$ cat src/rtl/ca_step_engine.sv
// ca_step_engine: 1-D cellular-automaton step engine.
// Holds a WIDTH-cell grid and, on each accepted step request, evaluates one
// generation serially (one cell per cycle) using Wolfram rule RULE. It then
// commits the new generation, pulses done and advances gen_count.
// Bit WIDTH-1 is the leftmost cell. Cell i's left neighbour is i+1 and its
// right neighbour is i-1.
// Optional feature macro: CA_WRAP_EN
//   defined   -> toroidal boundary (edge cells see the opposite edge)
//   undefined -> null boundary (out-of-range neighbours read as 0)
// reset_n is the asynchronous chip reset. rst is the controller's synchronous
// clear, and it overrides every other input.

module ca_step_engine #(
    parameter int          WIDTH = 16,
    parameter logic [7:0]  RULE  = 8'd90,
    parameter int          CNT_W = 8
) (
    input  logic             clk,
    input  logic             reset_n,
    input  logic             en,
    input  logic             rst,
    input  logic             seed_load,
    input  logic [WIDTH-1:0] seed,
    output logic [WIDTH-1:0] grid,
    output logic             busy,
    output logic             done,
    output logic [CNT_W-1:0] gen_count
);

    localparam int               IDX_W    = (WIDTH > 1) ? $clog2(WIDTH) : 1;
    localparam logic [IDX_W-1:0] LAST_IDX = IDX_W'(WIDTH - 1);
    localparam logic [CNT_W-1:0] CNT_ONE  = CNT_W'(1);
    localparam logic [IDX_W-1:0] IDX_ONE  = IDX_W'(1);

    typedef enum logic [1:0] {
        ST_IDLE    = 2'd0,
        ST_COMPUTE = 2'd1,
        ST_COMMIT  = 2'd2
    } state_t;

    state_t           state_r;
    logic [IDX_W-1:0] idx_r;
    logic [WIDTH-1:0] nxt_r;

    logic [WIDTH-1:0] left_vec_s;
    logic [WIDTH-1:0] right_vec_s;
    logic             edge_left_s;
    logic             edge_right_s;
    logic             left_s;
    logic             centre_s;
    logic             right_s;
    logic             next_cell_s;

    // Look up the rule bit for a 3-cell {left,centre,right} neighbourhood.
    function automatic logic rule_lookup(input logic [7:0] rule_bits,
                                         input logic [2:0] pattern);
        rule_lookup = rule_bits[pattern];
    endfunction

    // Boundary values seen by the edge cells. The grid is read directly,
    // because grid is held stable for the whole of COMPUTE.
    always_comb begin
`ifdef CA_WRAP_EN
        edge_left_s  = grid[0];
        edge_right_s = grid[WIDTH-1];
`else
        edge_left_s  = 1'b0;
        edge_right_s = 1'b0;
`endif
    end

    // Neighbour vectors: left_vec_s[i] is the left neighbour of cell i, and
    // right_vec_s[i] is its right neighbour.
    always_comb begin
        left_vec_s  = {edge_left_s, grid[WIDTH-1:1]};
        right_vec_s = {grid[WIDTH-2:0], edge_right_s};
    end

    // Select the neighbourhood of the cell being evaluated this cycle and
    // apply the rule.
    always_comb begin
        left_s      = left_vec_s[idx_r];
        centre_s    = grid[idx_r];
        right_s     = right_vec_s[idx_r];
        next_cell_s = rule_lookup(RULE, {left_s, centre_s, right_s});
    end

    // Control FSM with registered outputs. rst clears everything and aborts a
    // generation in flight without a done pulse.
    always_ff @(posedge clk or negedge reset_n) begin
        if (!reset_n) begin
            state_r   <= ST_IDLE;
            idx_r     <= '0;
            nxt_r     <= '0;
            grid      <= '0;
            busy      <= 1'b0;
            done      <= 1'b0;
            gen_count <= '0;
        end else if (rst) begin
            state_r   <= ST_IDLE;
            idx_r     <= '0;
            nxt_r     <= '0;
            grid      <= '0;
            busy      <= 1'b0;
            done      <= 1'b0;
            gen_count <= '0;
        end else begin
            case (state_r)
                ST_IDLE: begin
                    done <= 1'b0;
                    if (seed_load) begin
                        // A seed load takes priority over a step request.
                        grid      <= seed;
                        gen_count <= '0;
                    end else if (en) begin
                        state_r <= ST_COMPUTE;
                        idx_r   <= '0;
                        busy    <= 1'b1;
                    end else begin
                        state_r <= ST_IDLE;
                    end
                end
                ST_COMPUTE: begin
                    done         <= 1'b0;
                    nxt_r[idx_r] <= next_cell_s;
                    if (idx_r == LAST_IDX) begin
                        idx_r   <= '0;
                        state_r <= ST_COMMIT;
                    end else begin
                        idx_r <= idx_r + IDX_ONE;
                    end
                end
                ST_COMMIT: begin
                    grid      <= nxt_r;
                    gen_count <= gen_count + CNT_ONE;
                    done      <= 1'b1;
                    busy      <= 1'b0;
                    state_r   <= ST_IDLE;
                end
                default: begin
                    // Unreachable encoding: return to a safe idle state.
                    state_r <= ST_IDLE;
                    idx_r   <= '0;
                    busy    <= 1'b0;
                    done    <= 1'b0;
                end
            endcase
        end
    end

endmodule

$ cat config.mk
export PLATFORM = sky130hd
export DESIGN_NAME = ca_step_engine
export DESIGN_NICKNAME = d
export VERILOG_FILES = /design/src/rtl/ca_step_engine.sv
export SDC_FILE = /design/constraint.sdc
export NUM_CORES = 1
export LEC_CHECK = 0
export CORE_MARGIN = 8
export CORE_UTILIZATION = 47
export CTS_CLUSTER_DIAMETER = 40
export DETAILED_ROUTE_END_ITERATION = 7
export GPL_TIMING_DRIVEN = 0
export PLACE_DENSITY = 0.71
export SETUP_SLACK_MARGIN = 0.05
export SLEW_MARGIN = 20
export SYNTH_ARGS = -nofsm -noshare
export SYNTH_HDL_FRONTEND = slang
export SYNTH_SLANG_ARGS = --single-unit
$ cat constraint.sdc
create_clock -name clk -period 2.15 [get_ports clk]
set_input_delay 0.215 -clock clk [delete_from_list [all_inputs] [get_ports clk]]
set_output_delay 0.215 -clock clk [all_outputs]
set_load 0.05 [all_outputs]
==> flow_metrics.py <==
metrics = {
    "clock_network": {
        "cts_sinks": 48,
        "path_clk_slew_ps": 80,
        "clockRootBuffer": "clkbuf_8",
        "numCtsBuffers": 5,
        "clock_latency_ps": 300,
        "htree_levels": 2,
        "clk_path_buf_depth": 2,
        "tritoncts": "yes",
    },
    "global_route": {
        "grt.busiest_layer": "met2",
        "grt_pass1_vias": 2296,
        "use_met1_pct": 23.40,
        "use_met2_pct": 27.93,
        "overflow": 0,
        "grt_antenna_before_repair": 0,
        "grt_pass1_wl_microns": 11920,
        "grt_start_max_net_pins": 32,
        "use_met3_pct": 3.704,
        "track_usage_pct": 17.57,
    },
    "timing": {
        "worstMarginPinSlew_ps": 606.2,
        "fin_crit_sh_pct": 103.5,
        "setup_violations": 10,
        "relSlewSlack_pct": 59.59,
        "finalHoldViolCount": 0,
        "fmax_mhz": 449.6,
        "fin_crit_ps": 2224,
        "rsz0062_at_grt": "yes",
        "final_max_slew_viol_count": 0,
        "whs_ps": 387.1,
        "fin_skew_ps": 3.505,
        "post-route-worst-setup-slack_ps": -74.33,
    },
    "status": {
        "outcome": "finished with violations",
        "violations": "setup timing",
    },
    "synth": {
        "ys_top_cells_by_area": "dfrtp_1 (45%), mux2i_1 (8.3%), o21ai_1 (6.8%)",
        "netlist.area_leader.share_pct": 45.39,
        "ys_seq_area_share_pct": 45.39,
        "avgSynthCellArea_sq_um": 9.693,
        "synth-async-reset-ratio_pct": 100.0,
        "synthesis.area_sq_um": 2646,
        "synth_edf_count": 0,
        "synth_cell_types": 41,
        "synth_seq_cells": 48,
        "syn-num-nets": 299,
        "yosys_warnings": 0,
        "synth_flop_cell": "dfrtp_1",
        "synth.largest_area_cell": "dfrtp_1",
        "synth_cells": 273,
    },
    "min_path": {
        "hold_class": "in2async",
    },
    "critical_path": {
        "end_kind": "register",
        "rr_worst_depth": 8,
        "crit_arrival_ps": 2410,
        "cpPeakStageDelay_ps": 490,
        "worstSetupStartpointType": "register",
        "r2r_start": "idx_r[0]",
        "cp_slowest_cell": "mux4_2",
        "path_class": "reg2reg",
        "worstPathMaxFanout": 10,
        "worstReg2RegEnd": "nxt_r[5]",
        "crit_top_cell": "buf_6",
        "cp.required_ps": 2330,
        "r2r_setup_slack_ps": -70,
        "path_cells": "buf_6 -> mux2i_1 -> mux4_2 -> o22ai_2 -> xor2_2 -> buf_4 -> buf_6 -> o21ai_2",
    },
    "cells_and_area": {
        "antennaDiodeCount": 0,
        "final_cell_area_sq_um": 3402,
        "nNetsFinal": 360,
        "drive_above_1_share_pct": 17.01,
        "final_common_cell": "clkdlybuf4s50_1",
        "area_growth_pct": 28.56,
        "final_cell_mix": "clkdlybuf4s50_1 (45), dfrtp_1 (39), o21ai_1 (35), nand2_1 (30), mux2i_1 (22)",
    },
    "place": {
        "place.port_buffers": 46,
        "dpl.hpwl_microns": 5229,
        "gp_congestion": 0.8867,
        "placed_area_sq_um": 3218,
    },
    "floorplanning": {
        "start_util_pct": 48.35,
        "die_h_microns": 91.04,
        "rows": 27,
        "die_x_microns": 91.04,
        "core-area_sq_um": 5473,
        "boundaryPins": 47,
        "die-area_sq_um": 8287,
    },
    "power": {
        "p_per_area_nw_per_um2": 545.9,
        "total_power_w": 0.001857,
        "peakVddDrop_v": 0.0002881,
        "leakagePower_nw": 1.351,
    },
    "drt": {
        "routed_wl_microns": 7100,
        "detailedRoute.firstPassIterationCount": 5,
        "num_vias": 2317,
        "drt-vias-per-instance": 5.693,
        "wire_per_inst_microns": 17.44,
        "ant_nets": 0,
        "drt_drc_violations_left": 0,
        "drt-initial-drc-count": 162,
    },
    "run": {
        "cap_violations": 0,
    },
}
## registers in the layout, indices dropped and copies added (netlist names)
name       count
done           1
idx_r          4
state_r        2
grid          16
nxt_r         16
gen_count      8
busy           1
## per-stage QoR
stage	setup slack [ps]	setup TNS [ps]	utilization, %	instances
after floorplan	45.28	0	-	273
after global placement	-676.8	-27740	58.53	391
after detailed placement	-228.5	-2701	58.80	392
after CTS	8.235	0	61.55	405
after global routing	-179.8	-1943	62.16	407
final	-74.33	-554.4	62.16	407
## cell families after synthesis
group	synth area share, %
AO/OA/AOI/OAI	18.30
XOR/XNOR	0.6148
adder cells (fa/ha/maj)	2.364
buffers and inverters	3.972
flip-flops	45.39
multiplexers	12.01
AND/OR/NAND/NOR	17.35
## Yosys cell counts (2+ instances only)
cell	n
inv_2	2
mux4_1	2
nor3_1	4
a21oi_1	5
mux2i_1	22
o21ai_1	36
a22o_1	2
a311oi_1	3
and3_1	3
nor2b_1	14
buf_2	2
mux4_2	2
a31oi_1	2
dfrtp_1	48
o21ai_0	14
o21ai_2	10
nand2_1	30
nand4_1	5
nand2b_1	4
nand3_1	14
buf_6	3
inv_1	2
ha_1	5
nor2_1	13
buf_1	2
clkbuf_1	9
## critical path, delay by kind of cell, from the launching register on
family	cells	cell delay, ps
compound gates	2	240
xor+xnor	1	240
buf+inv	3	490
flops	1	480
mux	2	650
## worst max-delay path by stage
stage,cells after the start,from,slack [ps],to
after floorplan,6,grid[6],50,nxt_r[10]
after global placement,1,reset_n,-680,grid[4]
after detailed placement,6,idx_r[0],-230,nxt_r[5]
final,8,idx_r[0],-70,nxt_r[5]
after CTS,6,idx_r[0],8,nxt_r[5]
after global routing,7,idx_r[0],-180,nxt_r[5]
## power by group
part | switching (W) | internal [W]
clock network | 0.000289 | 0.000263
registers | 0.0000256 | 0.000928
logic | 0.000211 | 0.000140
total | 0.000526 | 0.00133
## layer usage
metal | vias up | wire length [microns] | share of wire, %
met5 | - | 0 | 0
met4 | 0 | 79 | 1.1
met3 | 7 | 407 | 5.7
met2 | 64 | 3416 | 48
met1 | 1145 | 3197 | 45
li1 | 1101 | - | -
## area by class of cell
class,instances,area (sq um)
Sequential cell,48,1212
Buffer,17,91.34
Inverter,4,15.01
Fill cell,466,2071
Timing Repair Buffer,54,534.3
Multi-Input combinational cell,204,1369
Tap cell,72,90.09
Clock buffer,8,90.09
## what timing repair did
action	in CTS	in global routing
endpoints found under the setup margin	17	19
endpoints found under the hold margin	17	0
pin swaps	4	14
hold buffers	1	0
cloned	0	1
buffers inserted	4	2
gates resized for setup	5	6
No activity file was read; power rests on OpenSTA's default activity.
